<file path="src/rtl/pipa_pulse_sampler_pkg.sv">
// Shared types and constants for the PIPA pulse sampler.
// The axis enum names the three backlog lanes (X has the highest priority),
// the arbiter state enum names the request presenter states, and the
// backlog width helper gives $clog2(BACKLOG_MAX)+2 bits, which leaves room
// for the sign and for the intermediate sum of backlog, ack and sample.
package pipa_pulse_sampler_pkg;

   typedef enum logic [1:0] {
      AXIS_X = 2'd0,
      AXIS_Y = 2'd1,
      AXIS_Z = 2'd2
   } axis_e;

   typedef enum logic [0:0] {
      ARB_IDLE    = 1'b0,
      ARB_PRESENT = 1'b1
   } arb_state_e;

   localparam int BACKLOG_MAX_DEFAULT = 3;
   localparam int BACKLOG_W_DEFAULT   = $clog2(BACKLOG_MAX_DEFAULT) + 2;

   // Signed backlog width for a given saturation magnitude.
   function automatic int backlog_width(input int max_mag);
      return $clog2(max_mag) + 2;
   endfunction

endpackage

</file>
<file path="src/rtl/pipa_axis_backlog.sv">
// One PIPA axis: input synchronizers, PIPSAM sampler and the saturating
// signed backlog of pending counter pulses.
// Optional feature macro: PIPA_FAIL_DETECT_EN (plus and minus sampled
// together on this axis also raises the fail request).
module pipa_axis_backlog
   import pipa_pulse_sampler_pkg::*;
#(
   parameter int SYNC_STAGES = 2,
   parameter int BACKLOG_MAX = 3,
   parameter int BL_W        = backlog_width(BACKLOG_MAX)
) (
   input  logic                   i_clk,
   input  logic                   i_rst_n,
   input  logic                   i_pipa_p_n,
   input  logic                   i_pipa_m_n,
   input  logic                   i_sample,
   input  logic                   i_ack,
   output logic signed [BL_W-1:0] o_backlog,
   output logic signed [BL_W-1:0] o_backlog_nxt,
   output logic                   o_fail_set
);

   localparam logic signed [BL_W:0] ZERO    = '0;
   localparam logic signed [BL_W:0] ONE     = (BL_W+1)'(32'sd1);
   localparam logic signed [BL_W:0] LIM_POS = (BL_W+1)'(BACKLOG_MAX);
   localparam logic signed [BL_W:0] LIM_NEG = -LIM_POS;

   logic [SYNC_STAGES-1:0] r_sync_p;
   logic [SYNC_STAGES-1:0] r_sync_m;
   logic signed [BL_W-1:0] r_backlog;

   logic                 w_lvl_p;
   logic                 w_lvl_m;
   logic signed [BL_W:0] w_cur;
   logic signed [BL_W:0] w_smp_d;
   logic signed [BL_W:0] w_ack_d;
   logic signed [BL_W:0] w_base;
   logic signed [BL_W:0] w_try;
   logic signed [BL_W:0] w_nxt;
   logic                 w_sat;

   // Synchronizer chains; the pins are active-low, so the chain carries the
   // inverted (active-high) level and a cleared chain means "no pulse".
   always_ff @(posedge i_clk or negedge i_rst_n) begin
      if (!i_rst_n) begin
         r_sync_p <= '0;
         r_sync_m <= '0;
      end else begin
         r_sync_p <= {r_sync_p[SYNC_STAGES-2:0], ~i_pipa_p_n};
         r_sync_m <= {r_sync_m[SYNC_STAGES-2:0], ~i_pipa_m_n};
      end
   end

   assign w_lvl_p = r_sync_p[SYNC_STAGES-1];
   assign w_lvl_m = r_sync_m[SYNC_STAGES-1];

   // Next backlog: ack first moves one step toward zero, then the sample is
   // added unless the result would pass the saturation limit.
   always_comb begin
      w_cur   = {r_backlog[BL_W-1], r_backlog};
      w_smp_d = ZERO;
      w_ack_d = ZERO;
      w_sat   = 1'b0;
      if (i_sample && w_lvl_p && !w_lvl_m) begin
         w_smp_d = ONE;
      end else if (i_sample && w_lvl_m && !w_lvl_p) begin
         w_smp_d = -ONE;
      end else begin
         w_smp_d = ZERO;
      end
      if (i_ack && (w_cur > ZERO)) begin
         w_ack_d = -ONE;
      end else if (i_ack && (w_cur < ZERO)) begin
         w_ack_d = ONE;
      end else begin
         w_ack_d = ZERO;
      end
      w_base = w_cur + w_ack_d;
      w_try  = w_base + w_smp_d;
      if ((w_try > LIM_POS) || (w_try < LIM_NEG)) begin
         w_sat = 1'b1;
         w_nxt = w_base;
      end else begin
         w_sat = 1'b0;
         w_nxt = w_try;
      end
   end

   // Backlog register.
   always_ff @(posedge i_clk or negedge i_rst_n) begin
      if (!i_rst_n) begin
         r_backlog <= '0;
      end else begin
         r_backlog <= w_nxt[BL_W-1:0];
      end
   end

   assign o_backlog     = r_backlog;
   assign o_backlog_nxt = w_nxt[BL_W-1:0];

`ifdef PIPA_FAIL_DETECT_EN
   logic w_both;
   assign w_both     = i_sample && w_lvl_p && w_lvl_m;
   assign o_fail_set = w_sat | w_both;
`else
   assign o_fail_set = w_sat;
`endif

endmodule

</file>
<file path="src/rtl/pipa_pulse_sampler.sv">
// PIPA pulse sampler: three axis backlogs feeding a fixed-priority (X>Y>Z)
// request presenter towards the counter sequencer.
// Optional feature macro: PIPA_FAIL_DETECT_EN enables the sticky PIPAFL
// alarm (saturation drops and plus/minus collisions); without it PIPAFL is
// tied low and CLRPF has no effect.
module pipa_pulse_sampler
   import pipa_pulse_sampler_pkg::*;
#(
   parameter int SYNC_STAGES = 2,
   parameter int BACKLOG_MAX = 3
) (
   input  logic CLOCK,
   input  logic rst,
   input  logic PIPAXp_,
   input  logic PIPAXm_,
   input  logic PIPAYp_,
   input  logic PIPAYm_,
   input  logic PIPAZp_,
   input  logic PIPAZm_,
   input  logic PIPSAM,
   input  logic CTRACK,
   input  logic CLRPF,
   output logic PIPGXp,
   output logic PIPGXm,
   output logic PIPGYp,
   output logic PIPGYm,
   output logic PIPGZp,
   output logic PIPGZm,
   output logic PIPSAM_,
   output logic PIPAFL
);

   localparam int         BL_W       = backlog_width(BACKLOG_MAX);
   localparam logic [0:0] ST_IDLE    = ARB_IDLE;
   localparam logic [0:0] ST_PRESENT = ARB_PRESENT;

   logic r_rst_meta;
   logic r_rst_sync;
   logic w_rst_n;

   logic [2:0]             w_p_n;
   logic [2:0]             w_m_n;
   logic [2:0]             w_ack;
   logic [2:0]             w_fail;
   logic signed [BL_W-1:0] w_bl     [3];
   logic signed [BL_W-1:0] w_bl_nxt [3];

   logic [0:0] r_state;
   logic       r_gap;
   logic [5:0] r_pipg;
   axis_e      r_sel;
   logic       r_pipsam_n;

   logic [5:0] w_pick;
   axis_e      w_pick_axis;
   logic       w_any_nz;
   logic       w_all_nxt_zero;
   logic       w_presenting;

   // Reset synchronizer: assertion is immediate, release waits two edges.
   always_ff @(posedge CLOCK or negedge rst) begin
      if (!rst) begin
         r_rst_meta <= 1'b0;
         r_rst_sync <= 1'b0;
      end else begin
         r_rst_meta <= 1'b1;
         r_rst_sync <= r_rst_meta;
      end
   end

   assign w_rst_n = r_rst_sync;

   assign w_p_n = {PIPAZp_, PIPAYp_, PIPAXp_};
   assign w_m_n = {PIPAZm_, PIPAYm_, PIPAXm_};

   for (genvar gi = 0; gi < 3; gi++) begin : g_axis
      pipa_axis_backlog #(
         .SYNC_STAGES (SYNC_STAGES),
         .BACKLOG_MAX (BACKLOG_MAX),
         .BL_W        (BL_W)
      ) u_axis (
         .i_clk         (CLOCK),
         .i_rst_n       (w_rst_n),
         .i_pipa_p_n    (w_p_n[gi]),
         .i_pipa_m_n    (w_m_n[gi]),
         .i_sample      (PIPSAM),
         .i_ack         (w_ack[gi]),
         .o_backlog     (w_bl[gi]),
         .o_backlog_nxt (w_bl_nxt[gi]),
         .o_fail_set    (w_fail[gi])
      );
   end

   // Highest-priority nonzero backlog and its direction (sign bit = minus).
   always_comb begin
      w_pick      = 6'b000000;
      w_pick_axis = AXIS_X;
      if (w_bl[0] != '0) begin
         w_pick_axis = AXIS_X;
         w_pick      = w_bl[0][BL_W-1] ? 6'b000010 : 6'b000001;
      end else if (w_bl[1] != '0) begin
         w_pick_axis = AXIS_Y;
         w_pick      = w_bl[1][BL_W-1] ? 6'b001000 : 6'b000100;
      end else if (w_bl[2] != '0) begin
         w_pick_axis = AXIS_Z;
         w_pick      = w_bl[2][BL_W-1] ? 6'b100000 : 6'b010000;
      end else begin
         w_pick_axis = AXIS_X;
         w_pick      = 6'b000000;
      end
   end

   assign w_any_nz       = |w_pick;
   assign w_presenting   = (r_state == ST_PRESENT) && !r_gap;
   assign w_all_nxt_zero = (w_bl_nxt[0] == '0) && (w_bl_nxt[1] == '0) &&
                           (w_bl_nxt[2] == '0);

   // Route CTRACK to the axis whose request is on the lines; ignored otherwise.
   always_comb begin
      w_ack = 3'b000;
      if (w_presenting && CTRACK) begin
         case (r_sel)
            AXIS_X:  w_ack = 3'b001;
            AXIS_Y:  w_ack = 3'b010;
            AXIS_Z:  w_ack = 3'b100;
            default: w_ack = 3'b000;
         endcase
      end else begin
         w_ack = 3'b000;
      end
   end

   // Request presenter: latch a request, hold it until CTRACK, then leave the
   // lines low for one cycle (r_gap) before looking at the backlogs again.
   always_ff @(posedge CLOCK or negedge w_rst_n) begin
      if (!w_rst_n) begin
         r_state <= ST_IDLE;
         r_gap   <= 1'b0;
         r_pipg  <= 6'b000000;
         r_sel   <= AXIS_X;
      end else begin
         case (r_state)
            ST_IDLE: begin
               r_gap <= 1'b0;
               if (w_any_nz) begin
                  r_state <= ST_PRESENT;
                  r_pipg  <= w_pick;
                  r_sel   <= w_pick_axis;
               end else begin
                  r_pipg  <= 6'b000000;
               end
            end
            ST_PRESENT: begin
               if (r_gap) begin
                  r_gap <= 1'b0;
                  if (w_any_nz) begin
                     r_pipg <= w_pick;
                     r_sel  <= w_pick_axis;
                  end else begin
                     r_state <= ST_IDLE;
                     r_pipg  <= 6'b000000;
                  end
               end else if (CTRACK) begin
                  r_pipg <= 6'b000000;
                  if (w_all_nxt_zero) begin
                     r_state <= ST_IDLE;
                  end else begin
                     r_gap   <= 1'b1;
                  end
               end else begin
                  r_pipg <= r_pipg;
               end
            end
            default: begin
               r_state <= ST_IDLE;
               r_gap   <= 1'b0;
               r_pipg  <= 6'b000000;
            end
         endcase
      end
   end

   // Registered inverse of the sample strobe.
   always_ff @(posedge CLOCK or negedge w_rst_n) begin
      if (!w_rst_n) begin
         r_pipsam_n <= 1'b1;
      end else begin
         r_pipsam_n <= ~PIPSAM;
      end
   end

`ifdef PIPA_FAIL_DETECT_EN
   logic r_pipafl;

   // Sticky alarm; a new fail condition wins over a simultaneous clear.
   always_ff @(posedge CLOCK or negedge w_rst_n) begin
      if (!w_rst_n) begin
         r_pipafl <= 1'b0;
      end else if (|w_fail) begin
         r_pipafl <= 1'b1;
      end else if (CLRPF) begin
         r_pipafl <= 1'b0;
      end else begin
         r_pipafl <= r_pipafl;
      end
   end

   assign PIPAFL = r_pipafl;
`else
   logic w_unused_fail;
   assign w_unused_fail = CLRPF ^ (|w_fail);
   assign PIPAFL        = 1'b0;
`endif

   assign PIPGXp  = r_pipg[0];
   assign PIPGXm  = r_pipg[1];
   assign PIPGYp  = r_pipg[2];
   assign PIPGYm  = r_pipg[3];
   assign PIPGZp  = r_pipg[4];
   assign PIPGZm  = r_pipg[5];
   assign PIPSAM_ = r_pipsam_n;

endmodule

</file>
<file path="config.mk">
export PLATFORM = sky130hd
export DESIGN_NAME = pipa_pulse_sampler
export DESIGN_NICKNAME = d
export VERILOG_FILES = /design/src/rtl/pipa_pulse_sampler_pkg.sv /design/src/rtl/pipa_axis_backlog.sv /design/src/rtl/pipa_pulse_sampler.sv
export SDC_FILE = /design/constraint.sdc
export NUM_CORES = 1
export LEC_CHECK = 0
export ABC_AREA = 1
export BUFFER_PORTS_ARGS = -buffer_cell sky130_fd_sc_hd__buf_4
export CAP_MARGIN = 20
export CORE_MARGIN = 3
export CORE_UTILIZATION = 43
export DETAILED_ROUTE_END_ITERATION = 16
export GPL_TIMING_DRIVEN = 0
export PLACE_DENSITY = 0.64
export SYNTH_ARGS = -nofsm -noshare
export SYNTH_HDL_FRONTEND = slang
export SYNTH_SLANG_ARGS = --single-unit
</file>
<file path="constraint.sdc">
create_clock -name CLOCK -period 1.7 [get_ports CLOCK]
set_clock_uncertainty 0.05 [all_clocks]
set_input_delay 0.17 -clock CLOCK [delete_from_list [all_inputs] [get_ports CLOCK]]
set_output_delay 0.17 -clock CLOCK [all_outputs]
set_load 0.1 [all_outputs]
</file>
Word-level counts from Yosys, hierarchy flattened
Cells that the tools add are included.
{"block": "totals", "ff_bits": 37, "inputBits": 11, "output_inout_bits": 8, "word_cells": 127}
{"block": "classes", "addsub": 6, "n_lt_le_gt_ge": 12, "n_eq_ne": 4, "mux": 41, "n_bitwise": 8, "reduce_logical": 40}
{"cell": "5-bit two-way mux", "count": 9}
{"cell": "6-bit two-way mux", "count": 7}
{"cell": "1-bit logical AND", "count": 22}
{"cell": "4-bit two-way mux", "count": 4}
{"cell": "4-bit by 5-bit adder with 5-bit output", "count": 3}
{"cell": "5-bit adder", "count": 3}
{"cell": "5-bit by 3-bit > comparator with 1-bit output (second input constant)", "count": 3}
{"cell": "5-bit by 3-bit less-than comparator with 1-bit output (second input constant)", "count": 3}
{"cell": "4-bit by 1-bit > comparator with 1-bit output (second input constant)", "count": 3}
{"cell": "4-bit logical NOT", "count": 3}
{"cell": "4-bit by 1-bit less-than comparator with 1-bit output (second input constant)", "count": 3}
{"cell": "2-bit two-way mux", "count": 6}
{"cell": "6-bit one-hot mux with 2 select lines", "count": 1}
{"cell": "4-bit nonzero test", "count": 3}
{"cell": "1-bit two-way mux", "count": 9}
{"cell": "3-bit one-hot mux with 3 select lines", "count": 1}
{"cell": "1-bit inverter", "count": 8}
{"cell": "1-bit logical NOT", "count": 7}
{"cell": "6-bit OR reduction", "count": 1}
{"cell": "1-bit one-hot mux with 2 select lines", "count": 2}
{"cell": "2-bit one-hot mux with 2 select lines", "count": 1}
{"cell": "1-bit logical OR", "count": 3}
{"cell": "3-bit two-way mux", "count": 1}
{"cell": "3-bit by 2-bit != test with 1-bit output (second input constant)", "count": 1}
{"cell": "4 further kinds", "count": 4}

Depth between registers and ports, before layout
{"block": "depth", "ltp_word": 19, "mapped_depth": 28, "mapped_depth_nobuf": 28}

Cells and area by module
Synthesis repeated with hierarchy kept, for this count alone.
{"block": "hier_totals", "cells_unflattened": 341, "hier_area_um2": 2622.5}
{"module": "pipa_axis_backlog", "n_inst": 3, "cells_per_inst": 86, "area_per_inst_um2": 656.9, "seq_area_each_um2": 200.2}
{"module": "pipa_pulse_sampler", "n_inst": 1, "cells_per_inst": 83, "area_per_inst_um2": 651.9, "seq_area_each_um2": 326.6}

Least setup slack after synthesis
Ideal clock, no wire load.
{"block": "synth_timing", "path_type": "register to register", "startpoint": "register r_gap", "endpoint": "register r_state", "setup_ps": 118, "t_arrival_ps": 2893, "required_ps": 1532, "slack_ps": -1361, "stages_incl_launch_ff": 25, "path_buffers": 0, "synth_period_minus_slack_ps": 3061, "path_cell_list": "dfrtp_1 inv_1 nand3_2 nor2_1 nand3_1 xor2_1 inv_1 ha_1 inv_1 nand2_1 xor2_1 inv_1 ha_1 a21oi_1 nand2_1 xnor2_1 nor2_1 nand3_1 nand3_1 nand2_1 nand2_1 nor2_1 nand3_1 nand2_1 nand2_1"}
{"block": "synth_between", "elab_chain_len": 19, "word_cells_on_any_way": 43, "cone_classes": "add/sub: 6; order compare: 6; mux: 14; reduce/logical: 17"}
{"element": "start: declaration", "line": "pipa_pulse_sampler.sv:49", "text": "logic r_gap;"}
{"element": "start signal: assignment", "line": "pipa_pulse_sampler.sv:138", "text": "r_gap <= 1'b0;"}
{"element": "start signal: assignment", "line": "pipa_pulse_sampler.sv:144", "text": "r_gap <= 1'b0;"}
{"element": "start signal: assignment", "line": "pipa_pulse_sampler.sv:155", "text": "r_gap <= 1'b0;"}
{"element": "1-bit logical NOT", "line": "pipa_pulse_sampler.sv:114", "text": "assign w_presenting = (r_state == ST_PRESENT) && !r_gap;"}
{"element": "1-bit logical AND", "line": "pipa_pulse_sampler.sv:114"}
{"element": "1-bit logical AND", "line": "pipa_pulse_sampler.sv:121", "text": "if (w_presenting && CTRACK) begin"}
{"element": "3-bit two-way mux", "line": "pipa_pulse_sampler.sv:121"}
{"element": "1-bit logical AND", "line": "pipa_axis_backlog.sv:73", "text": "end else if (i_ack && (w_cur < ZERO)) begin"}
{"element": "1-bit two-way mux", "line": "pipa_axis_backlog.sv:73"}
{"element": "5-bit two-way mux", "line": "pipa_axis_backlog.sv:71", "text": "if (i_ack && (w_cur > ZERO)) begin"}
{"element": "4-bit by 5-bit adder with 5-bit output", "line": "pipa_axis_backlog.sv:78", "text": "w_base = w_cur + w_ack_d;"}
{"element": "[2 not listed]"}
{"element": "1-bit logical OR", "line": "pipa_axis_backlog.sv:80", "text": "if ((w_try > LIM_POS) || (w_try < LIM_NEG)) begin"}
{"element": "4-bit two-way mux", "line": "pipa_axis_backlog.sv:80"}
{"element": "4-bit logical NOT", "line": "pipa_pulse_sampler.sv:115", "text": "assign w_all_nxt_zero = (w_bl_nxt[0] == '0) && (w_bl_nxt[1] == '0) &&"}
{"element": "1-bit logical AND (2 in series)", "line": "pipa_pulse_sampler.sv:115"}
{"element": "1-bit two-way mux", "line": "pipa_pulse_sampler.sv:165", "text": "if (w_all_nxt_zero) begin"}
{"element": "1-bit two-way mux", "line": "pipa_pulse_sampler.sv:163", "text": "end else if (CTRACK) begin"}
{"element": "1-bit two-way mux (*)", "line": "pipa_pulse_sampler.sv:154", "text": "if (r_gap) begin"}
{"element": "1-bit one-hot mux with 2 select lines (*)", "line": "pipa_pulse_sampler.sv:142", "text": "case (r_state)"}
{"element": "end signal: assignment", "line": "pipa_pulse_sampler.sv:146", "text": "r_state <= ST_PRESENT;"}
{"element": "end signal: assignment", "line": "pipa_pulse_sampler.sv:160", "text": "r_state <= ST_IDLE;"}
{"element": "end signal: assignment", "line": "pipa_pulse_sampler.sv:166", "text": "r_state <= ST_IDLE;"}
{"element": "end: declaration", "line": "pipa_pulse_sampler.sv:48", "text": "logic [0:0] r_state;"}
Mark *: on every way between the ends. The rest lies on a longest branch, timed or not.
A chain may end at the register's enable or synchronous reset.

Final worst setup path
Ends and elaborated chain as after synthesis.

==> flow_summary.yaml <==
pwr:
  p_leak_nw: 1.890
  max-vdd-ir-drop_v: 0.001161
  power.internal_mw: 3.811
  power_frac_comb_pct: 71.8
  pwr-share-clk_pct: 10.4
  power_switching_mw: 3.627
  pwr-share-seq_pct: 17.8
  p_sw_share_pct: 48.76
  p_per_area_mw_per_mm2: 2030
cells_and_area:
  final_design_area_no_fill_mm2: 0.003664
  drive_gt1_share_pct: 41.29
  multi_input_area_mm2: 0.001833
  final_common_cell: "nand2_1"
  register_area_um2: 928.4
  n_fill_cell: 452
  n_antenna_cell: 0
  layout_common_cells: "70 x nand2_1, 49 x inv_1, 43 x buf_4"
  area_delta_synth_final_pct: 45.24
  nets: 433
  stdcell_count: 474
setup_path:
  rr_startpoint: "r_gap"
  crit_path_end_kind: "register"
  path_class: "register to register"
  start_kind: "register"
  cp_common_cell: "nand2_1"
  crit_start: "r_gap"
  slowest_delay_ns: 0.37
  cp_top_family: "simple AND/OR/NAND/NOR gates"
  cp_slowest_cell: "dfrtp_1"
  arrival_ns: 3.41
  cp_max_fo: 5
  cp.buffers_inverters: 5
  required_ns: 1.84
detailed_routing:
  num_vias: 2280
  drt_iter0_drc: 69
  wl_per_cell_um: 11.79
  dr.pass1.iters: 4
  drt-vias-per-instance: 4.810
  drc: 0
  wl_um: 5590
  ant_nets: 0
timing:
  fin_setup_tns_ns: -17.02
  layout_setup_ws_ns: -1.571
  hold_viol_final: 0
  min_period_ns: 3.271
  post-route-period-util_pct: 192.4
  final-setup-viol-count: 14
  fmax_mhz: 305.7
  maxSlewViolCount: 0
  tightestPinTransition_ns: 0.6318
  rsz0062_at_grt: "true"
  relSlewSlack_pct: 57.88
clocking:
  cts-root-buf: "clkbuf_8"
  cts_tree: "yes"
  cts_num_sinks: 37
  cts_buffers: 5
  clockBufferDepth: 2
  cts_max_level: 2
  cts.clk_slew.worst_paths_ns: 0.07
  clkLatencyLatePin_ns: 0.30
place:
  dp.cells: 430
  place_area_mm2: 0.002874
  io_buffer_count: 16
  gp_congestion: 0.8120
  hpwl_um: 3786
yosys:
  ys_top_cells_by_area: "dfrtp_1 36%, nand2_1 14%, inv_1 9.8%, ha_1 8.9%, nand3_1 8.5%"
  synthCells: 341
  synth-seq-cells: 37
  yosys_warnings: 0
  synth_top_area_share_pct: 35.71
  ys_types: 28
  synth_area_leader_cell: "dfrtp_1"
  syn_nets: 373
  synth_area_mm2: 0.002522
  ys_seq_area_share_pct: 36.76
  synth.avg_cell_area_um2: 7.397
grt:
  overflow: 0
  grt_pass1_vias: 2080
  grt_pass1_wl_um: 8576
  grt_max_degree: 23
  grt_antenna_before_repair: 0
  track_usage_pct: 16.50
floorplan:
  num_rows: 27
  die-height_um: 82.59
  initial_utilization_pct: 44.98
  die_w_um: 82.59
  fp.coreArea_mm2: 0.005608
  io_pins: 19
  dieArea_mm2: 0.006821
outcome:
  outcome: "finished, violations left"
  violations: "setup timing"
flow_run:
  maxCapViolCount: 0
min_path:
  hold_path_class: "input pin to asynchronous set/reset pin"
## final timing paths
check,endpoint,slack (ns),cells after the start
max,r_state,-1.57,25
min,r_rst_meta,0.13,2
max reg2reg,r_state,-1.57,25
min reg2reg,g_axis[1].u_axis.r_sync_m[0],0.21,0
max in group asynchronous,g_axis[0].u_axis.o_backlog[1],0.85,1
min in group CLOCK,r_pipg[2],0.21,4
## registers in the layout, indices dropped and copies added (netlist names)
signal / count
g_axis.u_axis.o_backlog: 12
g_axis.u_axis.r_sync_m: 6
g_axis.u_axis.r_sync_p: 6
r_pipg: 6
r_sel: 2
PIPSAM_: 1
r_gap: 1
r_rst_meta: 1
r_rst_sync: 1
r_state: 1
## power by group through the flow
| stage | clock (mW) | combinational, mW | sequential, mW |
|---|---|---|---|
| 2_1_floorplan | 0 | 2.90 | 1.49 |
| 3_3_place_gp | 0 | 3.63 | 1.34 |
| 3_5_place_dp | 0 | 3.71 | 1.34 |
| 4_1_cts | 0.787 | 4.38 | 1.31 |
| 5_1_grt | 0.828 | 5.88 | 1.35 |
| 6_report | 0.774 | 5.34 | 1.33 |
## per-layer routing
| layer | global-route usage (%) | share of wire [%] | up-vias |
|---|---|---|---|
| li1 | - | - | 1185 |
| met1 | 19.59 | 43 | 1051 |
| met5 | 0 | 0 | - |
| met2 | 28.77 | 52 | 32 |
| met4 | 6.863 | 2.0 | 0 |
| met3 | 3.471 | 2.8 | 12 |
## stage by stage
step	power, mW	worst slack [ns]	hold WS [ns]	util, %
3_3_place_gp	4.971	-1.638	-0.09477	50.76
2_1_floorplan	4.387	-1.231	-0.1756	-
4_1_cts	6.480	-1.531	0.1167	59.95
6_report	7.438	-1.571	0.1273	65.33
3_5_place_dp	5.051	-1.658	-0.09572	51.25
5_1_grt	8.062	-1.772	0.1483	65.33
## final cells by class
class	count	share of cell area, %
clock inverter	2	1.059
timing repair buffer	53	12.16
buffer	1	0.2049
tap	72	2.459
multi-input combinational	237	50.03
inverter	66	6.762
clock buffer	6	1.981
sequential	37	25.34
## what timing repair did
item,CTS,global route
hold endpoints to repair,9,0
gates resized for setup,37,58
pin swaps,28,44
setup endpoints to repair,14,14
hold buffers,8,0
buffers inserted,16,12
## logic make-up (layout without fill, tap and decap cells)
family,Yosys count,in the layout,synth area share [%]
buffers and inverters,67,128,10.12
AO/OA/AOI/OAI,24,24,6.152
AND/OR/NAND/NOR,179,179,31.55
adder cells (fa/ha/maj),21,21,11.31
other,2,2,0.2977
flip-flops,37,37,36.76
XOR/XNOR,11,11,3.820
## synth_stat cells (all sizes together)
| library cell | number |
|---|---|
| nand3b | 7 |
| xor2 | 8 |
| a21oi | 6 |
| dfrtp | 36 |
| fa | 3 |
| a32o | 1 |
| nand2 | 102 |
| dfstp | 1 |
| o21ai | 14 |
| nand3 | 45 |
| a31oi | 1 |
| a21boi | 1 |
| xnor2 | 3 |
| conb | 2 |
| buf | 1 |
| nand4 | 2 |
| a22o | 1 |
| nor2 | 22 |
| nor3 | 1 |
| ha | 18 |
| inv | 66 |
## worst register-to-register path, cell delays in order, from the launching register on
cell and delay [ns]:
dfrtp_1 0.37, inv_2 0.07, nand3_4 0.12, buf_6 0.16, nor2_4 0.15, nand3_2 0.11
nand2_2 0.09, inv_2 0.06, ha_4 0.16, inv_2 0.06, nand2_4 0.07, xnor2_4 0.17
ha_4 0.25, a21oi_2 0.13, nand2_1 0.07, xor2_1 0.20, inv_1 0.08, nor2_2 0.11
nand3b_1 0.14, nand3_1 0.09, nand2_1 0.09, nand2_1 0.06, nor2_2 0.09, nand3_2 0.08
nand2_1 0.08, nand2_1 0.04
No activity file was read; power rests on OpenSTA's default activity.
